### src/rtl/imm_gen_pipe.sv
// Pipelined RISC-V immediate generator with a 2-entry skid buffer on a valid/ready interface.
// Define IMM_ERR_CHECK_EN to add the imm_err port flagging reserved/illegal immediate formats.
`timescale 1ns/1ps
module imm_gen_pipe #(
    parameter int unsigned XLEN  = 32,
    parameter int unsigned TAG_W = 8
) (
    input  logic             clk,
    input  logic             rst,
    input  logic             in_valid,
    output logic             in_ready,
    input  logic [31:0]      Instr,
    input  logic [2:0]       ImmSrc,
    input  logic [TAG_W-1:0] in_tag,
    output logic             out_valid,
    input  logic             out_ready,
    output logic [XLEN-1:0]  ImmExt,
    output logic [TAG_W-1:0] out_tag
`ifdef IMM_ERR_CHECK_EN
    ,
    output logic             imm_err
`endif
);

    typedef enum logic [1:0] {EMPTY, ONE, FULL} state_t;

    typedef struct packed {
        logic [XLEN-1:0]  imm;
        logic [TAG_W-1:0] tag;
        logic             err;
    } entry_t;

    state_t state;
    entry_t head, second, incoming;
    logic   push, pop;
    logic   unused_opcode;

    assign unused_opcode = ^Instr[6:0];

    always_comb begin
        incoming     = '0;
        incoming.tag = in_tag;
        case (ImmSrc)
            3'b000: begin
                incoming.imm        = {XLEN{Instr[31]}};
                incoming.imm[11:0]  = Instr[31:20];
            end
            3'b001: begin
                incoming.imm        = {XLEN{Instr[31]}};
                incoming.imm[11:0]  = {Instr[31:25], Instr[11:7]};
            end
            3'b010: begin
                incoming.imm        = {XLEN{Instr[31]}};
                incoming.imm[11:0]  = {Instr[7], Instr[30:25], Instr[11:8], 1'b0};
            end
            3'b011: begin
                incoming.imm        = {XLEN{Instr[31]}};
                incoming.imm[19:0]  = {Instr[19:12], Instr[20], Instr[30:21], 1'b0};
            end
            3'b100: begin
                incoming.imm        = {XLEN{Instr[31]}};
                incoming.imm[31:0]  = {Instr[31:12], 12'b0};
            end
            3'b101: incoming.imm[4:0] = Instr[19:15];
            3'b110: begin
                if (XLEN == 64)
                    incoming.imm[5:0] = Instr[25:20];
                else
                    incoming.imm[4:0] = Instr[24:20];
            end
            default: incoming.imm = '0;
        endcase
        incoming.err = (ImmSrc == 3'b111) ||
                       ((ImmSrc == 3'b110) && (XLEN == 32) && Instr[25]);
    end

    assign push = in_valid && in_ready;
    assign pop  = out_valid && out_ready;

    // head is the output register; second only fills while head is stalled
    always_ff @(posedge clk) begin
        if (rst) begin
            state     <= EMPTY;
            in_ready  <= 1'b1;
            out_valid <= 1'b0;
            head      <= '0;
            second    <= '0;
        end else begin
            case (state)
                EMPTY: begin
                    if (push) begin
                        head      <= incoming;
                        out_valid <= 1'b1;
                        state     <= ONE;
                    end
                end
                ONE: begin
                    if (push && pop) begin
                        head <= incoming;
                    end else if (push) begin
                        second   <= incoming;
                        in_ready <= 1'b0;
                        state    <= FULL;
                    end else if (pop) begin
                        out_valid <= 1'b0;
                        state     <= EMPTY;
                    end
                end
                FULL: begin
                    if (pop) begin
                        head     <= second;
                        in_ready <= 1'b1;
                        state    <= ONE;
                    end
                end
                default: begin
                    state     <= EMPTY;
                    in_ready  <= 1'b1;
                    out_valid <= 1'b0;
                end
            endcase
        end
    end

    assign ImmExt  = head.imm;
    assign out_tag = head.tag;

`ifdef IMM_ERR_CHECK_EN
    assign imm_err = head.err;
`else
    logic unused_err;
    assign unused_err = head.err ^ second.err;
`endif

endmodule

### config.mk
export PLATFORM = sky130hd
export DESIGN_NAME = imm_gen_pipe
export DESIGN_NICKNAME = d
export VERILOG_FILES = /design/src/rtl/imm_gen_pipe.sv
export SDC_FILE = /design/constraint.sdc
export NUM_CORES = 1
export LEC_CHECK = 0
export CAP_MARGIN = 20
export CORE_UTILIZATION = 30
export CTS_CLUSTER_SIZE = 40
export DETAILED_ROUTE_END_ITERATION = 6
export DONT_BUFFER_PORTS = 1
export GPL_TIMING_DRIVEN = 0
export MAX_ROUTING_LAYER = met4
export SETUP_SLACK_MARGIN = 0.4
export SYNTH_ARGS = -nofsm -noshare
export SYNTH_HDL_FRONTEND = slang
export SYNTH_SLANG_ARGS = --single-unit
export TNS_END_PERCENT = 10
### constraint.sdc
create_clock -name clk -period 1.49 [get_ports clk]
set_clock_uncertainty 0.1 [all_clocks]
set_input_delay 0.298 -clock clk [delete_from_list [all_inputs] [get_ports clk]]
set_output_delay 0.298 -clock clk [all_outputs]
set_load 0.05 [all_outputs]
==> metrics.csv, run 1 <==
metric,value,unit
Place WS,-0.484,ns
warning count from the yosys run,0,
row count,42,
Post-Syn Nets,537,
number of global-route vias before repair,3699,
IO Pins,89,
"Top FF cell, synth",dfxtp_1,
"Remaining Overflow, GRT",0,
status,did not finish,
antenna violations before repair,0,
Post-DP HPWL,9200,um
number of flops mapped to enable cells by yosys,0,
Bufs on Longest Clock Path,2,
failing step,5_2_route,
count of cell types in the netlist,49,
last worst endpoint in the global-route repair_timing,ImmExt[16]$_SDFFE_PP0P_/D,
Synth Register Bits,84,
post-synth top area share,41.4,%
Mapped Avg Cell Area,8.29,sq um
All-Layer GR Usage,18.8,%
Buffers on Ports,0,
die height,118,um
CTS root buffer,clkbuf_16,
post-synth top area cell,dfxtp_1,
CTS H-tree depth,3,
TritonCTS buffer count,9,
global-route wire length before repair,20000,um
clk sinks,84,
Die Wd,118,um
Syn Inst Count,490,
Initial Utilization,30.7,%
Synth area leaders,"dfxtp_1, nand2_1, a21oi_1",
largest net degree at the start of global routing,14,
Worst EP kind,sequential cell input,
sequential element share of the synthesized area,41.4,%
cell area after synthesis,4060,sq um
ys async rst share,0,%
gpl congestion,0.795,
error msg,[ERROR DRT-0255] Maze Route cannot find path of net clk in worker of routeBox ( 96600 0 ) ( 118390 48300 ).,
==> per-stage QoR <==
stage	util [%]	cell area, sq um	hold slack (ns)	TNS [ns]	cells
2_1_floorplan	-	4190	0.332	0	490
3_5_place_dp	33.3	4410	0.341	-21.66	666
3_3_place_gp	33.3	4410	0.338	-20.15	666
5_1_grt	40.8	5400	0.0112	-11.24	704
4_1_cts	39.0	5170	0.000594	-5.83	701
==> per-layer routing <==
metal and track usage [%]:
met5 -, met4 5.78, met3 5.98, met2 29.4
met1 23.0
==> kinds of logic after synthesis <==
family | count (synthesis) | synth area share, %
AO/OA/AOI/OAI | 121 | 19.5
XOR/XNOR | 1 | 0.677
buffers and inverters | 52 | 6.96
flip-flops | 84 | 41.4
multiplexers | 11 | 2.83
AND/OR/NAND/NOR | 221 | 28.7
==> cells in the mapped netlist (all sizes together), types with 3 or more instances <==
cell,number
dfxtp,84
nand2,79
a21oi,50
nor2,41
buf,30
clkbuf,20
nor3,17
o21ai,13
a211oi,12
and2,12
nand2b,12
nand4,11
nand4b,11
o211ai,10
o221ai,10
a311oi,9
nand3b,8
mux2i,7
nor3b,7
or4bb,6
nand3,5
a22oi,4
mux2,4
nor2b,3
o311ai,3
==> repair_timing <==
action,4_1_cts,5_1_grt
gates cloned,3,2
hold buffers,7,1
setup endpoints to repair,126,126
endpoints found under the hold margin,7,1
pin swaps,38,15
setup buffers,9,0
gates resized for setup,82,48
==> run 2, diff against run 1 <==
--- a/config.mk
+++ b/config.mk
@@ -6,13 +6,11 @@
 export NUM_CORES = 1
 export LEC_CHECK = 0
 export CAP_MARGIN = 20
-export CORE_UTILIZATION = 30
-export CTS_CLUSTER_SIZE = 40
+export CORE_UTILIZATION = 20
 export DETAILED_ROUTE_END_ITERATION = 6
 export DONT_BUFFER_PORTS = 1
 export GPL_TIMING_DRIVEN = 0
-export MAX_ROUTING_LAYER = met4
-export SETUP_SLACK_MARGIN = 0.4
+export PLACE_DENSITY_LB_ADDON = 0.15
 export SYNTH_ARGS = -nofsm -noshare
 export SYNTH_HDL_FRONTEND = slang
 export SYNTH_SLANG_ARGS = --single-unit
==> constraint.sdc (replaced) <==
create_clock -name clk -period 1.9 [get_ports clk]
set_clock_uncertainty 0.1 [all_clocks]
set_input_delay 0.38 -clock clk [delete_from_list [all_inputs] [get_ports clk]]
set_output_delay 0.38 -clock clk [all_outputs]
set_load 0.05 [all_outputs]
==> run 2 against run 1 <==
Compared with the run above: the run now ends clean; global-route usage shrank 4.5 points; synthesized area is the same; synthesized cell count is the same.
==> metrics.csv, run 2 <==
metric,value,unit,change
critical-path cell list,buf_2 > nand3b_1 > o21a_1 > buf_4 > a2111oi_1 > a31o_1,,
FILL cells,2178,,
clock latency on the worst-skew pair,0.34,ns,
"Net count, final",547,,
reg-to-reg startpoint,state[1]$_SDFFE_PP0P_,,
sequential element share of the synthesized area,41.4,%,unchanged
share of layout cells above drive strength 1,12.5,%,
compound-cell area share of the yosys netlist,19.5,%,unchanged
Syn Inst Count,490,,unchanged
worst-case hold slack,0.0688,ns,
WP depth,6,,
adder-cell share of the synthesized area,0,%,unchanged
Synth area leaders,"dfxtp_1, nand2_1, a21oi_1",,
Fmax,0.548,GHz,
status,"finished, final reports clean",,
Largest register FFs,40,,
Finished Layout Cells,770,,
XOR/XNOR Fraction of Synth Area,0.677,%,unchanged
"Remaining Overflow, GRT",0,,unchanged
Worst Path Required,2.09,ns,
Area Overhead vs Synth,18.0,%,
Final Max Tran Viols,0,,
fin crit share,96.0,%,
Die Wd,145,um,+22%
count of cell types in the netlist,49,,unchanged
global-route wire length before repair,21700,um,+8.1%
relative slew slack,51.5,%,
1st-iter DRT viols,183,,
worst setup path endpoint,ImmExt[22]$_SDFFE_PP0P_,,
Mapped Avg Cell Area,8.29,sq um,unchanged
post-synthesis simple-gate area fraction,28.7,%,unchanged
Worst-path clk slew,0.07,ns,
Initial Utilization,20.6,%,-10 points
number of global-route vias before repair,3697,,-0.054%
drt pass-1 iters,4,,
"count leader, synth",dfxtp_1,,
Die Footprint,20900,sq um,
row count,51,,+21%
Synth Register Bits,84,,unchanged
worst flop-to-flop path endpoint,ImmExt[22]$_SDFFE_PP0P_,,
"commonest non-fill, non-tap cell in the layout",dfxtp_1,,
Buffers on Ports,0,,unchanged
clk sinks,84,,unchanged
number of flops mapped to enable cells by yosys,0,,unchanged
Worst Setup SP,state[1]$_SDFFE_PP0P_,,
"Top FF cell, synth",dfxtp_1,,
Post-DP HPWL,10700,um,+16%
CTS H-tree depth,3,,unchanged
gpl congestion,0.780,,-1.8%
Critical Path Start Type,register,,
WL final,14200,um,
Slew @ Worst Pin,0.727,ns,
RSZ-0062 raised after global routing,yes,,
leakage,1.60,nW,
ANT nets after route,0,,
PwrDens,1160,nW/um^2,
core box area,19700,sq um,
CP Class,reg2reg,,
Worst path slowest cell,a2111oi_1,,
cell area after synthesis,4060,sq um,unchanged
multiplexer area fraction after synthesis,2.83,%,unchanged
IO Pins,89,,unchanged
Post-synth top cells,"dfxtp_1, nand2_1, a21oi_1, nor2_1, clkbuf_1",,
hold_buf cts,0,,-7
Inst Count DP,755,,+13%
critical-path maximum fanout,10,,
Worst IR Drop VDD,0.443,mV,
most frequent cells in the layout,"dfxtp_1, nand2_1, a21oi_1, nor2_1",,
Top Family by Delay on Critical Path,compound AO/OA/AOI/OAI gates,,
post-synth top area cell,dfxtp_1,,
die height,145,um,+22%
design area,4800,sq um,
max-cap violations,0,,
mean routed wirelength per cell,18.4,um,
All-Layer GR Usage,14.3,%,-4.5 points
warning count from the yosys run,0,,unchanged
vias per cell,4.68,,
CP max stage delay,0.50,ns,
post-synth top area share,41.4,%,unchanged
total number of vias,3601,,
CTS tree,done,,
Bufs on Longest Clock Path,2,,unchanged
main combinational cell family by area after synthesis,simple AND/OR/NAND/NOR gates,,
DRC errors left,0,,
post-placement cell area,4400,sq um,-0.28%
TritonCTS buffer count,9,,unchanged
R2R cell count,6,,
worst path bufs/invs,2,,
largest reg by FF count,second,,
setup bufs post-CTS,0,,-9
Post-Syn Nets,537,,unchanged
Worst Path Arrival,2.01,ns,
Hold WC Path Type,in2reg,,
# diodes,0,,
ys async rst share,0,%,unchanged
Setup-failing EPs final,0,,
largest net degree at the start of global routing,14,,unchanged
final hold violations,0,,
shortest period the worst path allows,1.82,ns,
antenna violations before repair,0,,unchanged
CTS root buffer,clkbuf_16,,
reg2reg setup slack,0.08,ns,
CP Capture Type,register,,
==> run 2: cell counts after synthesis <==
No cell type changed its count.
==> run 2: how the worst min path moves through the flow <==
| stage | start | to | slack (ns) | depth (start not counted) |
|---|---|---|---|---|
| CTS | in_tag[6] | second[7]$_SDFFE_PP0P_ | 0.06 | 2 |
| finish | in_tag[6] | second[7]$_SDFFE_PP0P_ | 0.07 | 2 |
| global placement | second[29]$_SDFFE_PP0P_ | second[29]$_SDFFE_PP0P_ | 0.34 | 2 |
| detailed placement | second[39]$_SDFFE_PP0P_ | second[39]$_SDFFE_PP0P_ | 0.34 | 2 |
| floorplan | second[29]$_SDFFE_PP0P_ | second[29]$_SDFFE_PP0P_ | 0.33 | 2 |
| global route | in_tag[6] | second[7]$_SDFFE_PP0P_ | 0.06 | 2 |
==> run 2: what timing repair did <==
item                       4_1_cts  5_1_grt
resized for setup                9       14
cloned                           0        0
hold endpoints to repair         0        0
setup endpoints to repair       80       67
==> run 2: where the power goes <==
part	internal (W)	switching [W]	total [W]
registers	0.00196	0.000573	0.00253
clock network	0.00136	0.000717	0.00207
logic	0.000363	0.000594	0.000957
==> run 2: layer usage <==
metal  track usage [%]  vias to the layer above  part of all wire [%]
met5                 0                        -                     0
met4              4.16                        0                   1.1
met3              4.54                       12                   7.2
met2              23.6                       95                    48
met1              17.5                     1724                    44
li1                  -                     1770                     -
==> run 2: area by class of cell <==
class                           instances  area (sq um)  area share (%)
Multi-Input combinational cell        354          2110            44.1
Sequential cell                        84          1690            35.2
Tap cell                              265           332            6.91
Buffer                                 49           300            6.26
Clock buffer                           12           256            5.35
Clock inverter                          4          95.1            1.98
Inverter                                2          7.51           0.157
==> run 2: worst reg2reg max path, cell delays in order (launching register included) <==
cell,delay (ns)
dfxtp_1,0.29
buf_2,0.16
nand3b_1,0.20
o21a_1,0.19
buf_4,0.18
a2111oi_1,0.50
a31o_1,0.16
==> run 2: logic make-up after synthesis <==
logic type,after synthesis
xor gates and xnor gates,1
AOI/OAI and AO/OA,121
buffers and inverters,52
DFF,84
muxes,11
and+or+nand+nor,221
==> run 2: through the flow <==
stage | utilization [%] | total power [W] | TNS [ns] | setup slack (ns)
3_3_place_gp | 22.3 | 0.00350 | -18.16 | -0.508
5_1_grt | 24.3 | 0.00582 | -0.0519 | -0.0188
4_1_cts | 24.2 | 0.00560 | 0 | 0.00383
3_5_place_dp | 22.3 | 0.00351 | -17.08 | -0.459
6_report | 24.3 | 0.00556 | 0 | 0.0756
2_1_floorplan | - | 0.00320 | 0 | 0.0749
Power figures use the tool's default switching activity.
